==> config.mk <==
export PLATFORM = sky130hd
export DESIGN_NAME = piso_stream_ctrl
export DESIGN_NICKNAME = d
export VERILOG_FILES = /design/src/rtl/piso_stream_ctrl.sv
export SDC_FILE = /design/constraint.sdc
export NUM_CORES = 1
export LEC_CHECK = 0
export ABC_AREA = 1
export CAP_MARGIN = 10
export CORE_UTILIZATION = 45
export CTS_CLUSTER_DIAMETER = 100
export DETAILED_ROUTE_END_ITERATION = 12
export PLACE_DENSITY = 0.73
export SYNTH_ARGS = -nofsm -noshare
export SYNTH_HDL_FRONTEND = slang
export SYNTH_SLANG_ARGS = --single-unit
==> constraint.sdc <==
create_clock -name clk -period 6.15 [get_ports clk]
set_input_delay 1.23 -clock clk [delete_from_list [all_inputs] [get_ports clk]]
set_output_delay 1.23 -clock clk [all_outputs]
set_load 0.02 [all_outputs]
==> src/rtl/piso_stream_ctrl.sv <==
// piso_stream_ctrl: valid/ready sequencer around a parallel-in/serial-out word memory.
// Vectors are accepted on vec_*, then presented word by word on ser_* with a last flag.

// Parallel-in / serial-out word store: load captures all words, en shifts toward word 0.
module piso_mem #(
  parameter int unsigned IWIDTH  = 10,
  parameter int unsigned NINPUTS = 8
) (
  input  logic                        clk,
  input  logic                        rst,
  input  logic                        load,
  input  logic                        en,
  input  logic [IWIDTH*NINPUTS-1:0]   in,
  output logic [IWIDTH-1:0]           out
);

  logic [IWIDTH-1:0] mem [NINPUTS];

  // Word storage: load has priority over shift.
  always_ff @(posedge clk or posedge rst) begin
    if (rst) begin
      for (int i = 0; i < NINPUTS; i++) mem[i] <= '0;
    end else if (load) begin
      for (int i = 0; i < NINPUTS; i++) mem[i] <= in[i*IWIDTH +: IWIDTH];
    end else if (en) begin
      for (int i = 0; i < NINPUTS - 1; i++) mem[i] <= mem[i+1];
    end
  end

  assign out = mem[0];

endmodule

module piso_stream_ctrl #(
  parameter int unsigned IWIDTH  = 10,
  parameter int unsigned NINPUTS = 8
) (
  input  logic                        clk,
  input  logic                        rst,
  input  logic                        vec_valid,
  output logic                        vec_ready,
  input  logic [IWIDTH*NINPUTS-1:0]   vec_data,
  input  logic                        flush,
  output logic                        ser_valid,
  input  logic                        ser_ready,
  output logic [IWIDTH-1:0]           ser_data,
  output logic                        ser_last,
  output logic                        busy,
  output logic [15:0]                 vec_count
);

  localparam int unsigned CW       = $clog2(NINPUTS);
  localparam logic [CW-1:0] LAST_IDX = CW'(NINPUTS - 1);

  typedef enum logic {IDLE, STREAM} state_t;

  state_t        state, state_next;
  logic [CW-1:0] cnt, cnt_next;
  logic [15:0]   count_q, count_next;
  logic          accept, beat, load, en;

  // State, word index and completed-vector counter.
  always_ff @(posedge clk or posedge rst) begin
    if (rst) begin
      state   <= IDLE;
      cnt     <= '0;
      count_q <= '0;
    end else begin
      state   <= state_next;
      cnt     <= cnt_next;
      count_q <= count_next;
    end
  end

  // Handshakes, memory control and next-state; reset and flush gate the control outputs.
  always_comb begin
    state_next = state;
    cnt_next   = cnt;
    count_next = count_q;
    vec_ready  = 1'b0;
    ser_valid  = 1'b0;
    ser_last   = 1'b0;
    busy       = 1'b0;
    accept     = 1'b0;
    beat       = 1'b0;
    load       = 1'b0;
    en         = 1'b0;

    unique case (state)
      IDLE: begin
        vec_ready = 1'b1;
      end
      STREAM: begin
        ser_valid = 1'b1;
        busy      = 1'b1;
        ser_last  = (cnt == LAST_IDX);
        vec_ready = ser_last & ser_ready;
      end
    endcase

    if (flush || rst) vec_ready = 1'b0;
    if (rst) begin
      ser_valid = 1'b0;
      ser_last  = 1'b0;
      busy      = 1'b0;
    end

    accept = vec_valid & vec_ready;
    beat   = ser_valid & ser_ready;
    load   = accept;
    en     = beat & ~ser_last & ~flush;

    if (flush) begin
      state_next = IDLE;
      cnt_next   = '0;
    end else if (state == IDLE) begin
      if (accept) begin
        state_next = STREAM;
        cnt_next   = '0;
      end
    end else if (beat) begin
      if (!ser_last) begin
        cnt_next = CW'(cnt + 1'b1);
      end else begin
        count_next = 16'(count_q + 16'd1);
        cnt_next   = '0;
        state_next = accept ? STREAM : IDLE;
      end
    end
  end

  piso_mem #(.IWIDTH(IWIDTH), .NINPUTS(NINPUTS)) u_piso (
    .clk  (clk),
    .rst  (rst),
    .load (load),
    .en   (en),
    .in   (vec_data),
    .out  (ser_data)
  );

  assign vec_count = count_q;

endmodule

==> flow_metrics.py <==
metrics = {
    "sta": {
        "hold_viol": 0,
        "clock_skew_ns": 0.00859,
        "final-max-slew-violation-count": 0,
        "setup_viol": 0,
        "max_freq_mhz": 251,
        "rsz0062_at_grt": "false",
        "post-route-min-period_ns": 3.98,
        "worstMarginPinSlew_ns": 1.13,
        "finalCritPeriodShare_pct": 64.7,
        "finalSetupTns_ns": 0,
        "max-slew-margin-rel_pct": 24.7,
    },
    "synthesis": {
        "yosys.area.top_type": "dfrtp_1",
        "avgSynthCellArea_um2": 6.97,
        "synth.distinct_cells": 18,
        "yosys_warnings": 0,
        "synth-seq-cells": 100,
        "synth_top_area_share_pct": 49.1,
        "synth_nets": 820,
        "synth_area_um2": 5100,
        "synth_area_leaders": "dfrtp_1 49%, nand2_1 37%, buf_4 2.8%",
        "synth-seq-area-share_pct": 49.1,
        "syn_inst": 732,
    },
    "worst_setup_path": {
        "slowest_stage": "inv_2",
        "worst_setup_path_end_kind": "flip-flop",
        "crit_required_ns": 6.38,
        "critPathKind": "in2reg",
        "worst_setup_path_start_kind": "input pin",
        "max_stage_delay_ns": 0.65,
        "cp_max_fo": 71,
        "path_common_cell": "nand2_1",
        "path_cells": "clkdlybuf4s50_1 -> inv_4 -> nand3_2 -> nor2_1 -> nand2_1 -> nand2_2 -> buf_4 -> inv_2 -> nand2_1 -> nand2_1",
        "crit_arrival_ns": 4.21,
    },
    "clock_tree": {
        "cts_buffers": 9,
        "clock_latency_ns": 0.34,
        "clk_pin_slew_worst_paths_ns": 0.07,
        "cts-root-buf": "clkbuf_16",
        "h-tree-depth": 3,
        "clock_path_buffers": 2,
        "cts_tree": "built",
        "ctsResizeCount": 0,
        "postCtsSetupRepairBufs": 0,
        "cts_hold_buffers": 0,
        "clkSinkCount": 100,
    },
    "pwr": {
        "leakagePower_nw": 3.49,
        "power_density_nw_per_um2": 277,
        "vdd_drop_max_mv": 0.133,
    },
    "floorplanning": {
        "coreArea_um2": 10900,
        "die_x_um": 108,
        "die_area_um2": 11800,
        "ioPinCount": 115,
        "row_count": 38,
        "initial_utilization_pct": 46.6,
        "die_h_um": 108,
    },
    "global_routing": {
        "grt_pass1_wl_mm": 18.9,
        "grt_antenna_before_repair": 0,
        "grt_use_total_pct": 20.4,
        "grt_overflow": 0,
        "first_global_vias": 4196,
        "grt_start_max_net_pins": 81,
    },
    "detailed_routing": {
        "first_pass_iters": 4,
        "wl_mm": 11.7,
        "avgViaCountPerCell": 4.79,
        "drtIter0Drc": 295,
        "ant_nets": 0,
        "via_count": 4621,
        "drc": 0,
        "wire_per_inst_um": 12.1,
    },
    "final_layout": {
        "n_antenna_cell": 0,
        "fill_cells": 1022,
        "drive_gt1_share_pct": 3.28,
        "layout_common_cells": "503 x nand2_1, 114 x clkdlybuf4s50_1, 100 x dfrtp_1, 22 x inv_1, 19 x nor2_1",
        "fin_nets": 907,
        "mostFrequentLayoutCell": "nand2_1",
        "final_area_um2": 6490,
        "area_growth_pct": 27.2,
    },
    "place": {
        "place.gp.congestion": 0.819,
        "placed_cell_area_um2": 6190,
        "io_buffers": 114,
        "hpwl_mm": 7.85,
    },
    "status": {
        "status": "completed",
    },
    "min_path": {
        "hold_class": "reg2reg",
    },
    "job": {
        "cap_violations": 0,
    },
}
-- final timing paths --
kind | startpoint | endpoint | slack [ns] | depth (start not counted)
max reg2reg | cnt[0]$_DFFE_PP0P_ | u_piso.mem[57]$_DFFE_PP0P_ | 3.34 | 12
min reg2reg | u_piso.mem[8]$_DFFE_PP0N_ | u_piso.mem[8]$_DFFE_PP0N_ | 0.48 | 2
max in group asynchronous | rst | u_piso.mem[22]$_DFFE_PP0P_ | 3.65 | 3
min in group asynchronous | rst | state$_DFF_PP0_ | 1.35 | 2
min | u_piso.mem[8]$_DFFE_PP0N_ | u_piso.mem[8]$_DFFE_PP0N_ | 0.48 | 2
max | rst | u_piso.mem[31]$_DFFE_PP0P_ | 2.17 | 10
-- worst max-delay path, delay by kind of cell --
kind | cells | cell delay [ns]
buffers and inverters | 4 | 2.10
and+or+nand+nor | 6 | 0.83
-- Yosys cell counts, drive strengths merged --
cell / count
nand2: 504
dfrtp: 100
buf: 43
inv: 25
nor2: 19
nand3: 13
nand3b: 8
nand4: 8
o21ai: 5
ha: 3
a21oi: 1
nor3: 1
xnor2: 1
xor2: 1
-- kinds of logic (layout without fill, tap and decap cells) --
family,count (synthesis),in the layout,synth area share [%]
and+or+nand+nor,553,553,42.3
adders and majority gates,3,3,0.736
buffers and inverters,68,160,6.99
xor gates and xnor gates,2,2,0.344
AOI/OAI and AO/OA,6,6,0.589
DFF,100,100,49.1
-- report_power, final --
group	internal (mW)	total (mW)	switching, mW
clock	0.278	0.530	0.253
sequential	0.795	0.868	0.0735
combinational	0.189	0.400	0.210
total	1.26	1.80	0.537
-- layer usage --
| layer | share of wire [%] | up-vias | GRT usage [%] |
|---|---|---|---|
| li1 | - | 2370 | - |
| met1 | 46 | 2128 | 27.7 |
| met2 | 48 | 109 | 32.8 |
| met3 | 4.3 | 14 | 2.89 |
| met4 | 1.4 | 0 | 7.82 |
| met5 | 0 | - | 0 |
-- through the flow --
| stage | setup WS, ns | hold WS [ns] | util, % | std cells | total power, mW |
|---|---|---|---|---|---|
| final | 2.17 | 0.476 | 59.3 | 964 | 1.80 |
| after global routing | 1.73 | 0.498 | 59.3 | 964 | 1.90 |
| after CTS | 2.12 | 0.479 | 59.1 | 963 | 1.81 |
| after detailed placement | 1.76 | 0.462 | 56.6 | 947 | 1.28 |
| after global placement | 1.83 | 0.456 | 56.6 | 947 | 1.27 |
| after floorplan | 1.59 | 0.443 | - | 732 | 1.15 |
-- area by class of cell --
type | count | area, um2 | share of cell area (%)
clock buffers | 10 | 229 | 3.53
clock inverters | 6 | 47.5 | 0.733
inverters | 25 | 96.3 | 1.49
multi-input cells | 564 | 2250 | 34.6
flip-flops and latches | 100 | 2500 | 38.6
well taps | 140 | 175 | 2.70
repair buffers | 119 | 1190 | 18.4
-- state kept, by name, summed over array words and instances, names as in the netlist --
| signal | count |
|---|---|
| u_piso.mem | 70 |
| cnt | 3 |
| vec_count | 16 |
| state | 1 |
| u_piso.out | 10 |
(Power assumes the default switching activity.)
